===== src/rtl/mips_pkg.sv =====
// mips_pkg: shared widths and the writeback record used by the register-file write path.
package mips_pkg;
    localparam int REG_ADDR_W = 5;
    localparam int DATA_W = 32;
    typedef struct packed {
        logic [REG_ADDR_W-1:0] reg_addr;
        logic [DATA_W-1:0]     data;
    } wb_entry_t;
endpackage


===== src/rtl/regfile_write_arbiter_if.sv =====
// regfile_write_arbiter_if: pipeline and late-return writeback requests plus register-file write port.
interface regfile_write_arbiter_if;
    import mips_pkg::*;
    logic                  alu_valid;
    logic                  alu_ready;
    logic [REG_ADDR_W-1:0] alu_reg;
    logic [DATA_W-1:0]     alu_data;
    logic                  ld_valid;
    logic                  ld_ready;
    logic [REG_ADDR_W-1:0] ld_reg;
    logic [DATA_W-1:0]     ld_data;
    logic                  regWrite;
    logic [REG_ADDR_W-1:0] write_reg;
    logic [DATA_W-1:0]     write_data;
    logic [31:0]           busy_mask;
    modport slave (
        input  alu_valid, alu_reg, alu_data, ld_valid, ld_reg, ld_data,
        output alu_ready, ld_ready, regWrite, write_reg, write_data, busy_mask
    );
    modport master (
        output alu_valid, alu_reg, alu_data, ld_valid, ld_reg, ld_data,
        input  alu_ready, ld_ready, regWrite, write_reg, write_data, busy_mask
    );
endinterface


===== src/rtl/wb_fifo.sv =====
// wb_fifo: ordered buffer of late-return writebacks; exposes occupancy and a destination scoreboard.
module wb_fifo
    import mips_pkg::*;
#(
    parameter int DEPTH = 4
) (
    input  logic                     clk,
    input  logic                     rst,
    input  logic                     push_i,
    input  wb_entry_t                din_i,
    input  logic                     pop_i,
    output wb_entry_t                dout_o,
    output logic [$clog2(DEPTH):0]   count_o,
    output logic [31:0]              busy_mask_o
);
    localparam int AW = $clog2(DEPTH);
    wb_entry_t        mem_q [DEPTH];
    logic [DEPTH-1:0] valid_q;
    logic [AW-1:0]    wr_q, rd_q;
    logic [AW:0]      count_q;
    always_ff @(posedge clk or posedge rst) begin
        if (rst) begin
            wr_q    <= '0;
            rd_q    <= '0;
            count_q <= '0;
            valid_q <= '0;
        end else begin
            if (push_i) wr_q <= wr_q + 1'b1;
            if (pop_i) rd_q <= rd_q + 1'b1;
            valid_q <= (valid_q & ~(DEPTH'(pop_i) << rd_q)) | (DEPTH'(push_i) << wr_q);
            count_q <= count_q + (AW+1)'(push_i) - (AW+1)'(pop_i);
        end
    end
    always_ff @(posedge clk) begin
        if (push_i) mem_q[wr_q] <= din_i;
    end
    assign dout_o  = mem_q[rd_q];
    assign count_o = count_q;
    // Register 0 is never a real destination, so it never blocks the hazard unit.
    always_comb begin
        busy_mask_o = '0;
        for (int i = 0; i < DEPTH; i++)
            if (valid_q[i]) busy_mask_o[mem_q[i].reg_addr] = 1'b1;
        busy_mask_o[0] = 1'b0;
    end
endmodule


===== src/rtl/regfile_write_arbiter.sv =====
// regfile_write_arbiter: merges pipeline and late-return writebacks into one register-file write port,
// buffering losing loads in order and force-granting them after a bounded number of pipeline wins.
module regfile_write_arbiter
    import mips_pkg::*;
#(
    parameter int DEPTH        = 4,
    parameter int STARVE_LIMIT = 8
) (
    input  logic                    clk,
    input  logic                    rst,
    regfile_write_arbiter_if.slave  bus
);
    localparam int AW = $clog2(DEPTH);
    localparam int CW = $clog2(STARVE_LIMIT + 1);
    logic [CW-1:0]         starve_q, starve_d;
    logic                  regwrite_q;
    logic [REG_ADDR_W-1:0] write_reg_q;
    logic [DATA_W-1:0]     write_data_q;
    logic [AW:0]           count;
    logic                  empty, force_buf, bypass, deq, enq, grant;
    wb_entry_t             head, alu_e, ld_e, grant_e;
    assign alu_e = {bus.alu_reg, bus.alu_data};
    assign ld_e  = {bus.ld_reg, bus.ld_data};
    wb_fifo #(.DEPTH(DEPTH)) u_fifo (
        .clk        (clk),
        .rst        (rst),
        .push_i     (enq),
        .din_i      (ld_e),
        .pop_i      (deq),
        .dout_o     (head),
        .count_o    (count),
        .busy_mask_o(bus.busy_mask)
    );
    assign bus.alu_ready = !force_buf;
    assign bus.ld_ready  = count < (AW+1)'(DEPTH);
    // The starvation counter is cleared whenever the buffer is empty, so a force implies a valid head.
    always_comb begin
        empty     = count == '0;
        force_buf = starve_q == CW'(STARVE_LIMIT);
        deq       = force_buf || (!bus.alu_valid && !empty);
        bypass    = !force_buf && !bus.alu_valid && empty && bus.ld_valid;
        enq       = bus.ld_valid && bus.ld_ready && !bypass;
        grant     = deq || bus.alu_valid || bypass;
        grant_e   = deq ? head : bus.alu_valid ? alu_e : ld_e;
        starve_d  = (deq || empty) ? '0 :
                    (bus.alu_valid && !force_buf) ? starve_q + 1'b1 : starve_q;
    end
    always_ff @(posedge clk or posedge rst) begin
        if (rst) begin
            starve_q     <= '0;
            regwrite_q   <= 1'b0;
            write_reg_q  <= '0;
            write_data_q <= '0;
        end else begin
            starve_q   <= starve_d;
            regwrite_q <= grant && grant_e.reg_addr != '0;
            if (grant) begin
                write_reg_q  <= grant_e.reg_addr;
                write_data_q <= grant_e.data;
            end
        end
    end
    assign bus.regWrite   = regwrite_q;
    assign bus.write_reg  = write_reg_q;
    assign bus.write_data = write_data_q;
endmodule


===== src/flat_wrapper.sv =====
// flat-port wrapper written by rule: the top's interface ports become plain ports
module regfile_write_arbiter_flat import mips_pkg::*;
#(
    parameter int DEPTH        = 4,
    parameter int STARVE_LIMIT = 8
)
  (clk, rst, bus_alu_valid, bus_alu_reg, bus_alu_data, bus_ld_valid, bus_ld_reg, bus_ld_data, bus_alu_ready, bus_ld_ready, bus_regWrite, bus_write_reg, bus_write_data, bus_busy_mask);
  regfile_write_arbiter_if bus_i ();
  input  logic clk;
  input  logic rst;
  input wire logic [$bits(bus_i.alu_valid)-1:0] bus_alu_valid;
  input wire logic [$bits(bus_i.alu_reg)-1:0] bus_alu_reg;
  input wire logic [$bits(bus_i.alu_data)-1:0] bus_alu_data;
  input wire logic [$bits(bus_i.ld_valid)-1:0] bus_ld_valid;
  input wire logic [$bits(bus_i.ld_reg)-1:0] bus_ld_reg;
  input wire logic [$bits(bus_i.ld_data)-1:0] bus_ld_data;
  output wire logic [$bits(bus_i.alu_ready)-1:0] bus_alu_ready;
  output wire logic [$bits(bus_i.ld_ready)-1:0] bus_ld_ready;
  output wire logic [$bits(bus_i.regWrite)-1:0] bus_regWrite;
  output wire logic [$bits(bus_i.write_reg)-1:0] bus_write_reg;
  output wire logic [$bits(bus_i.write_data)-1:0] bus_write_data;
  output wire logic [$bits(bus_i.busy_mask)-1:0] bus_busy_mask;
  assign bus_i.alu_valid = bus_alu_valid;
  assign bus_i.alu_reg = bus_alu_reg;
  assign bus_i.alu_data = bus_alu_data;
  assign bus_i.ld_valid = bus_ld_valid;
  assign bus_i.ld_reg = bus_ld_reg;
  assign bus_i.ld_data = bus_ld_data;
  assign bus_alu_ready = bus_i.alu_ready;
  assign bus_ld_ready = bus_i.ld_ready;
  assign bus_regWrite = bus_i.regWrite;
  assign bus_write_reg = bus_i.write_reg;
  assign bus_write_data = bus_i.write_data;
  assign bus_busy_mask = bus_i.busy_mask;
  regfile_write_arbiter #(.DEPTH(DEPTH), .STARVE_LIMIT(STARVE_LIMIT)) u_core (.clk(clk), .rst(rst), .bus(bus_i));
endmodule

===== config.mk =====
export PLATFORM = sky130hd
export DESIGN_NAME = regfile_write_arbiter_flat
export DESIGN_NICKNAME = d
export VERILOG_FILES = /design/src/rtl/mips_pkg.sv /design/src/rtl/regfile_write_arbiter_if.sv /design/src/rtl/wb_fifo.sv /design/src/rtl/regfile_write_arbiter.sv /design/src/flat_wrapper.sv
export SDC_FILE = /design/constraint.sdc
export NUM_CORES = 1
export LEC_CHECK = 0
export ABC_AREA = 1
export CAP_MARGIN = 25
export CORE_MARGIN = 2
export CORE_UTILIZATION = 54
export DETAILED_ROUTE_END_ITERATION = 8
export GPL_TIMING_DRIVEN = 0
export HOLD_SLACK_MARGIN = 0.12
export PLACE_DENSITY = 0.79
export SLEW_MARGIN = 10
export SYNTH_ARGS = -nofsm -noshare
export SYNTH_HDL_FRONTEND = slang
export SYNTH_SLANG_ARGS = --single-unit

===== constraint.sdc =====
create_clock -name clk -period 4.2 [get_ports clk]
set_input_delay 0.42 -clock clk [delete_from_list [all_inputs] [get_ports clk]]
set_output_delay 0.42 -clock clk [all_outputs]
set_load 0.01 [all_outputs]

# After elaboration in Yosys (flattened, before gate mapping)
# Memories as Yosys holds them, arrays and structs flattened.
# Cells that the tools add are included.
# classes
addsub	5
order_cmp	9
eq_ne	1
shifts	2
muxes	18
bitwise	6
reduce_logical	23
# ops
cell	count
32-bit two-way mux	4
32-bit OR	3
37-bit two-way mux	2
5-bit by 6-bit less-than comparator with 1-bit output, second input constant	4
1-bit demux with 5-bit select	4
5-bit by 1-bit >= comparator with 1-bit output, second input constant	4
1-bit logical AND	12
4-bit two-way mux	2
1-bit by 2-bit left shift with 4-bit output	2
1-bit two-way mux	6
5-bit nonzero test	1
2-bit by 1-bit adder with 2-bit output, second input constant	2
4-bit by 1-bit adder with 4-bit output, second input constant	1
4-bit bitwise AND	1
4-bit equality test, second input constant	1
1-bit logical NOT	4
1-bit logical OR	4
4-bit NOT	1
4-bit OR	1
3-bit by 1-bit adder with 3-bit output	1
3-bit logical NOT	1
3-bit less-than comparator, second input constant	1
3-bit by 1-bit subtractor with 3-bit output	1
2-bit nonzero test	1
# word_totals
reg_bits	53
ram_bits	148
in_bits	78
out_inout_bits	72
wordCells	73
memories	1
# mem_list
memory	words	word_bits	read_ports	rd_clocked_by_memory_dff	write_ports	line_no	source
u_core.u_fifo.mem_q	4	37	5	0	1	wb_fifo.sv:17	wb_entry_t mem_q [DEPTH];

# Longest topological paths before layout
# Gate-level depths: netlist (run 1).
# An unclocked memory read counts as a cell.
# depth
word_depth	12
mapped_depth	13

# Cells and area by module
# Synthesis (run 1) repeated with hierarchy kept, for this count alone.
# unflattened
hier_cells	1056
area_unflattened_um2	9750.6
# by_module_without_submodules
mod	n_inst	cells_each	area_each_um2	seq_area_each_um2
wb_fifo	1	718	7253.2	4719.5
regfile_write_arbiter	1	338	2497.4	1051.0

# Worst setup path after synthesis (run 1)
# No wires, ideal clock.
# synth_timing
kind	register to register
from	reg u_core.starve_q[0]
to	mem u_core.u_fifo.mem_q[0][0] (netlist bit), enable pin
setup_time_ps	431
arrival_ps	2779
required_time_ps	3769
setup_slack_ps	989
path_stages_with_launch	9
period_less_slack_ps	3211
path_cell_list	dfrtp_1 -> inv_1 -> ha_1 -> nand3b_4 -> nand2_8 -> nor2_4 -> nor3_4 -> inv_2 -> nor2_1
# synth_between
elab_chain_len	9
# synth_rtl
element	line_no	source
from (decl)	regfile_write_arbiter.sv:15	logic [CW-1:0] starve_q, starve_d;
from (signal assigned)	regfile_write_arbiter.sv:55	starve_q <= starve_d;
4-bit equality test	regfile_write_arbiter.sv:39	force_buf = starve_q == CW'(STARVE_LIMIT);
1-bit logical NOT	-	
named net bus_alu_ready	flat_wrapper.sv:17	output wire logic [$bits(bus_i.alu_ready)-1:0] bus_alu_ready;
1-bit logical AND (3 in series)	regfile_write_arbiter.sv:41	bypass = !force_buf && !bus.alu_valid && empty && bus.ld_valid;
1-bit logical NOT	regfile_write_arbiter.sv:42	enq = bus.ld_valid && bus.ld_ready && !bypass;
1-bit logical AND	regfile_write_arbiter.sv:42	
1-bit two-way mux	wb_fifo.sv:35	if (push_i) mem_q[wr_q] <= din_i;
1-bit two-way mux (not written as such)	wb_fifo.sv:35	
to (decl)	wb_fifo.sv:17	
# The timed path passes the listed nets, and every way through them passes these cells.

==> impl_metrics.csv, run 1 <==
group,metric,value,unit
routing,wl_met3,2370,microns
synthesis,ys_seq_elements,201,
layout,regArea,5770,sq um
routing,vias,7839,
timing,rsz0062_at_grt,"false",
global_routing,antenna_found_initial,0,
synthesis,synth_area,9360,sq um
clocking,cts_resized,0,
floorplan,die_w,136,microns
critical_path,start_kind,"flop",
power_and_ir_drop,pwr_density_cell,596,nW/um^2
critical_path,max_stage_delay,0.72,ns
clocking,cts_num_sinks,201,
timing,slew_headroom,42.9,%
synthesis,synth_cell_types,33,
placed_design,hpwl,18800,microns
synthesis,synth_top_cell_area_share,47.5,%
routing,drt-total-wl,27100,microns
layout,mostFrequentLayoutCells,"clkdlybuf4s50_1, edfxtp_1, nor2_1, nand2_1, o21ai_0",
worst_hold_path,min_path_type,"in -> async",
synthesis,syn_avg_cell_area,10.4,sq um
placed_design,io_buffers,148,
routing,avgViaCountPerCell,5.96,
layout,antenna_cells,0,
layout,fillCellCount,1231,
synthesis,synth_top_area_cell,"edfxtp_1",
clocking,post_cts_buffers,0,
clocking,cts-root-buf,"clkbuf_16",
synthesis,yosys_warnings,0,
critical_path,arrival,2.64,ns
layout,area_delta_synth_final,27.9,%
routing,drt_iter0_drc,811,
clocking,clock_path_buffers,3,
clocking,insertion_delay,0.50,ns
layout,multi_input_area,3140,sq um
timing,period_share,72.9,%
layout,final_nets,1163,
layout,drive_gt1_share,7.79,%
routing,ant_nets,0,
critical_path,crit_end,"bus_busy_mask[28]",
critical_path,cp_max_fo,6,
clocking,htreeDepth,1,
run_status,outcome,"complete, no violations",
floorplan,placementRows,48,
floorplan,initial_core_util,54.7,%
clocking,cts_tree,"built",
timing,setup_viol,0,
routing,dr.max_layer_used,"met4",
clocking,path_clk_slew,0.06,ns
critical_path,reg2reg_depth,13,
routing,drc,0,
clocking,cts_buffers,21,
critical_path,critPathLaunch,"u_core.u_fifo.mem_q[1][33]",
timing,skew,0.00943,ns
layout,largest_reg_flops,148,
critical_path,r2r_end,"u_core.u_fifo.count_o[2]",
run,drv_cap,0,
timing,setup-tns-final,0,ns
floorplan,core-area,17100,sq um
critical_path,required,3.78,ns
critical_path,critical-path-top-delay-family,"buffers and inverters",
timing,finalHoldViolCount,0,
clocking,holdBufCountCts,0,
placed_design,gp_congestion,0.944,
synthesis,ys_seq_area_share,61.6,%
critical_path,end_kind,"primary output",
routing,routedWlPerCell,20.6,microns
timing,min_period,3.06,ns
synthesis,synthTopCellsByArea,"edfxtp_1, dfrtp_1, nor2_1",
synthesis,synth_nets,987,
critical_path,path_cells,"nor3_1 > inv_1 > o221ai_1 > clkdlybuf4s50_1",
power_and_ir_drop,leakagePower,4.55,nW
critical_path,rrSetupSlack,1.43,ns
floorplan,die_area,18400,sq um
critical_path,cp_slowest_cell,"nor3_1",
routing,dr.pass1.iters,5,
timing,drv_slew,0,
timing,worst_slew_pin_slew,0.849,ns
floorplan,dieHeight,136,microns
power_and_ir_drop,peakVddDrop,0.362,mV
critical_path,timing.rr.start,"u_core.starve_q[0]",
power_and_ir_drop,power.total,7.14,mW
global_routing,grt_use_total,29.9,%
synthesis,synthCells,900,
critical_path,setup.worst_path.class,"reg -> out",
timing,fmax,326,MHz
floorplan,ios,150,
global_routing,grt_pass1_wl,42100,microns
global_routing,grt_max_degree,32,
critical_path,crit_buf_inv,2,
global_routing,overflow,0,
global_routing,grt_pass1_vias,7658,
critical_path,cp_num_cells,4,
routing,dr_wl_met2,13100,microns
routing,wirelength_met1,10800,microns
-- per-layer routing --
layer	global-route usage (%)	up-vias
met4	12.8	0
met3	5.35	68
li1	-	3592
met5	0	-
met1	39.9	3744
met2	48.6	435
-- how the worst min path moves through the flow --
stage / endpoint / slack (ns) / cells after the start / startpoint
2_1_floorplan: u_core.starve_q[0] / 0.45 / 1 / u_core.starve_q[0]
3_3_place_gp: u_core.bus.write_data[13] / 0.46 / 2 / u_core.bus.write_data[13]
3_5_place_dp: u_core.bus.write_data[13] / 0.47 / 2 / u_core.bus.write_data[13]
4_1_cts: u_core.bus.write_data[18] / 0.33 / 2 / rst
5_1_grt: u_core.bus.write_data[0] / 0.37 / 2 / rst
6_report: u_core.bus.write_data[0] / 0.32 / 2 / rst
-- logic make-up (layout without fill, tap and decap cells) --
| kind of cell | count (synthesis) | after routing | share of synthesized area (%) |
|---|---|---|---|
| adder cells (fa/ha/maj) | 9 | 9 | 1.28 |
| flip-flops | 201 | 201 | 61.6 |
| XOR/XNOR | 5 | 5 | 0.468 |
| buffers and inverters | 105 | 296 | 5.20 |
| AND/OR/NAND/NOR | 371 | 371 | 16.9 |
| AO/OA/AOI/OAI | 208 | 208 | 14.5 |
| other | 1 | 1 | 0.0401 |
-- cell usage after synthesis --
master / number
nor3_1: 5
o21ai_1: 9
fa_1: 1
a221oi_1: 1
o21ai_0: 100
buf_2: 16
nand3b_4: 1
nor2_1: 149
nand3_1: 90
buf_6: 6
inv_1: 52
nor2_4: 1
conb_1: 1
inv_2: 5
nand2_2: 1
ha_1: 8
clkbuf_2: 2
xor2_1: 3
o221ai_1: 62
edfxtp_1: 148
o22a_1: 7
clkbuf_1: 17
a31oi_1: 4
nor3_4: 1
inv_4: 1
xnor2_1: 2
a22oi_1: 19
nand2_8: 1
dfrtp_1: 53
a21oi_1: 6
buf_4: 6
nand2_1: 120
nand2_4: 2
-- metrics by stage --
stage	area, sq um	setup WS (ns)	instances	hold slack, ns	util (%)
after floorplan	9360	0.989	900	0.452	-
after global placement	11100	-0.657	1273	0.464	65.0
after detailed placement	11300	1.21	1278	0.469	65.8
after CTS	12000	1.17	1316	0.332	70.0
after global routing	12000	1.02	1316	0.370	70.0
final	12000	1.14	1316	0.316	70.0
-- where the power goes --
part / leakage [nW] / switching (mW) / internal (mW) / total (mW)
registers: 1.96 / 0.235 / 2.53 / 2.77
clock network: 0.347 / 0.747 / 1.17 / 1.92
logic: 2.24 / 1.51 / 0.941 / 2.45
total: 4.55 / 2.49 / 4.65 / 7.14
-- area by class of cell --
type | count | area share (%)
Buffer | 47 | 2.23
Clock buffer | 27 | 4.91
Clock inverter | 11 | 1.12
Inverter | 58 | 1.84
Multi-Input combinational cell | 594 | 26.2
Sequential cell | 201 | 48.2
Tap cell | 225 | 2.35
Timing Repair Buffer | 153 | 13.2
(Power assumes the default switching activity.)
==> run 2, diff against run 1 <==
- clock period: 4.2 -> 2.9 ns (I/O delays scaled with it)
==> run 2 against run 1 <==
Against the previous run:
- via count hardly changed
- power increased by 45%
- largest power group unchanged
- sequential cell count stayed put
- first-iteration DRC count up 3.1%
- sequential power rose by 45%
- routed wire length about the same
- cell area about the same
- clock power rose by 45%
- die area is the same
- global-route usage is the same
==> impl_metrics.csv, run 2 (synthesis results as in run 1) <==
group,metric,value,unit
timing,skew,0.00858,ns
floorplan,ios,150,
routing,drt-total-wl,27100,microns
layout,mostFrequentLayoutCells,"clkdlybuf4s50_1, edfxtp_1, nor2_1, nand2_1, o21ai_0",
critical_path,r2r_end,"u_core.u_fifo.count_o[2]",
run_status,outcome,"complete, no violations",
global_routing,grt_pass1_wl,42100,microns
floorplan,placementRows,48,
power_and_ir_drop,p_sw_share,34.9,%
timing,min_period,2.75,ns
critical_path,cp_max_fo,6,
critical_path,max_stage_delay,0.41,ns
floorplan,core-area,17100,sq um
layout,fillCellCount,1230,
critical_path,start_kind,"flop",
clocking,cts_num_sinks,201,
placed_design,place_area,11300,sq um
placed_design,dp.cells,1278,
power_and_ir_drop,pwr_density_cell,862,nW/um^2
critical_path,arrival,3.16,ns
power_and_ir_drop,power.total,10.3,mW
power_and_ir_drop,p_switching,3.61,mW
clocking,insertion_delay,0.50,ns
placed_design,gp_congestion,0.944,
critical_path,required,3.32,ns
critical_path,path_cells,"inv_1 > ha_1 > nand3b_4 > nand2_8 > nor2_4 > nor3_4 > inv_4 > ha_1 > inv_1 > ha_1 > fa_1 > xnor2_1 > xor2_1",
global_routing,antenna_found_initial,0,
power_and_ir_drop,intPower,6.73,mW
timing,finalHoldViolCount,0,
timing,rsz0062_at_grt,"false",
clocking,path_clk_slew,0.06,ns
routing,vias,7834,
floorplan,die_area,18400,sq um
power_and_ir_drop,clkPwrFrac,26.9,%
timing,drv_slew,0,
layout,antenna_cells,0,
routing,avgViaCountPerCell,5.95,
critical_path,end_kind,"flop",
critical_path,rrSetupSlack,0.15,ns
critical_path,timing.rr.start,"u_core.starve_q[0]",
power_and_ir_drop,leakagePower,4.55,nW
global_routing,grt_use_total,29.9,%
floorplan,dieHeight,136,microns
clocking,htreeDepth,1,
clocking,cts-root-buf,"clkbuf_16",
timing,period_share,94.7,%
global_routing,grt_max_degree,32,
timing,setup-tns-final,0,ns
layout,largest_reg_flops,148,
layout,multi_input_area,3140,sq um
routing,drt_iter0_drc,836,
layout,drive_gt1_share,7.88,%
layout,regArea,5770,sq um
routing,drc,0,
floorplan,die_w,136,microns
critical_path,path_common_cell,"ha_1",
routing,routedWlPerCell,20.6,microns
timing,setup_viol,0,
timing,worst_slew_pin_slew,0.619,ns
timing,fmax,364,MHz
layout,final_nets,1163,
layout,fin_area,12000,sq um
global_routing,overflow,0,
run,drv_cap,0,
layout,final_util,70.0,%
routing,ant_nets,0,
layout,stdcell_count,1316,
timing,slew_headroom,58.4,%
routing,dr.pass1.iters,5,
power_and_ir_drop,peakVddDrop,0.526,mV
clocking,cts_buffers,21,
worst_hold_path,min_path_type,"in -> async",
clocking,clock_path_buffers,3,
clocking,cts_tree,"built",
placed_design,hpwl,18800,microns
layout,area_delta_synth_final,28.0,%
critical_path,setup.worst_path.class,"reg -> reg",
power_and_ir_drop,pwr-share-comb,34.3,%
placed_design,io_buffers,148,
global_routing,grt_pass1_vias,7658,
floorplan,initial_core_util,54.7,%
critical_path,reg2reg_depth,13,
power_and_ir_drop,pwr-share-seq,38.8,%
critical_path,cp_slowest_cell,"dfrtp_1",
run 2: changes by cell type in the layout (fill, tap and decap cells not counted):
cell	change
inv_4	+1
nor3_1	-1
nor3_2	+1
inv_2	-1
run 2: metrics by stage:
| stage | hold WS (ns) | setup slack [ns] |
|---|---|---|
| final | 0.188 | 0.155 |
| after global routing | 0.240 | 0.0109 |
| after CTS | 0.202 | 0.00165 |
| after detailed placement | 0.469 | 0.0389 |
| after global placement | 0.464 | -1.83 |
| after floorplan | 0.389 | -0.311 |
run 2: final cells by class:
| class | instances | area share (%) |
|---|---|---|
| clock inverter | 11 | 1.12 |
| timing repair buffer | 153 | 13.2 |
| clock buffer | 27 | 4.91 |
| sequential | 201 | 48.1 |
| tap | 225 | 2.35 |
| buffer | 47 | 2.22 |
| multi-input combinational | 594 | 26.2 |
| inverter | 58 | 1.86 |
run 2: worst max path at each step:
stage	cells past startpoint	start	end
global route	13	u_core.starve_q[0]	u_core.u_fifo.count_o[2]
floorplan	8	u_core.starve_q[0]	u_core.u_fifo.mem_q[0][0]
global placement	8	bus_alu_valid	u_core.u_fifo.mem_q[3][19]
CTS	4	u_core.u_fifo.mem_q[1][33]	bus_busy_mask[28]
detailed placement	13	bus_alu_valid	u_core.u_fifo.count_o[2]
finish	13	u_core.starve_q[0]	u_core.u_fifo.count_o[2]
run 2: worst max-delay path, delay by kind of cell (launching register included):
family / cells / cell delay [ns]
flip-flops: 1 / 0.41
buffers and inverters: 3 / 0.24
adder cells (fa/ha/maj): 4 / 1.05
AND/OR/NAND/NOR: 4 / 0.60
XOR/XNOR: 2 / 0.35
run 2: repair_timing:
action,CTS,global route
gates resized for setup,0,2
setup buffers,0,0
setup endpoints to repair,0,6
hold buffers,0,0
run 2: per-layer routing:
| metal | share of wire, % | up-vias | global-route usage [%] |
|---|---|---|---|
| li1 | - | 3594 | - |
| met1 | 39 | 3734 | 39.9 |
| met2 | 48 | 430 | 48.6 |
| met3 | 9.0 | 76 | 5.35 |
| met4 | 3.3 | 0 | 12.8 |
| met5 | 0 | - | 0 |
run 2: power by group through the flow:
stage          Sequential, mW  Clock [mW]  Combinational [mW]
6_report                 4.01        2.78                3.55
5_1_grt                  4.06        2.91                3.87
4_1_cts                  4.00        2.79                3.53
3_5_place_dp             4.04           0                3.50
3_3_place_gp             4.05           0                3.32
2_1_floorplan            4.09           0                1.81
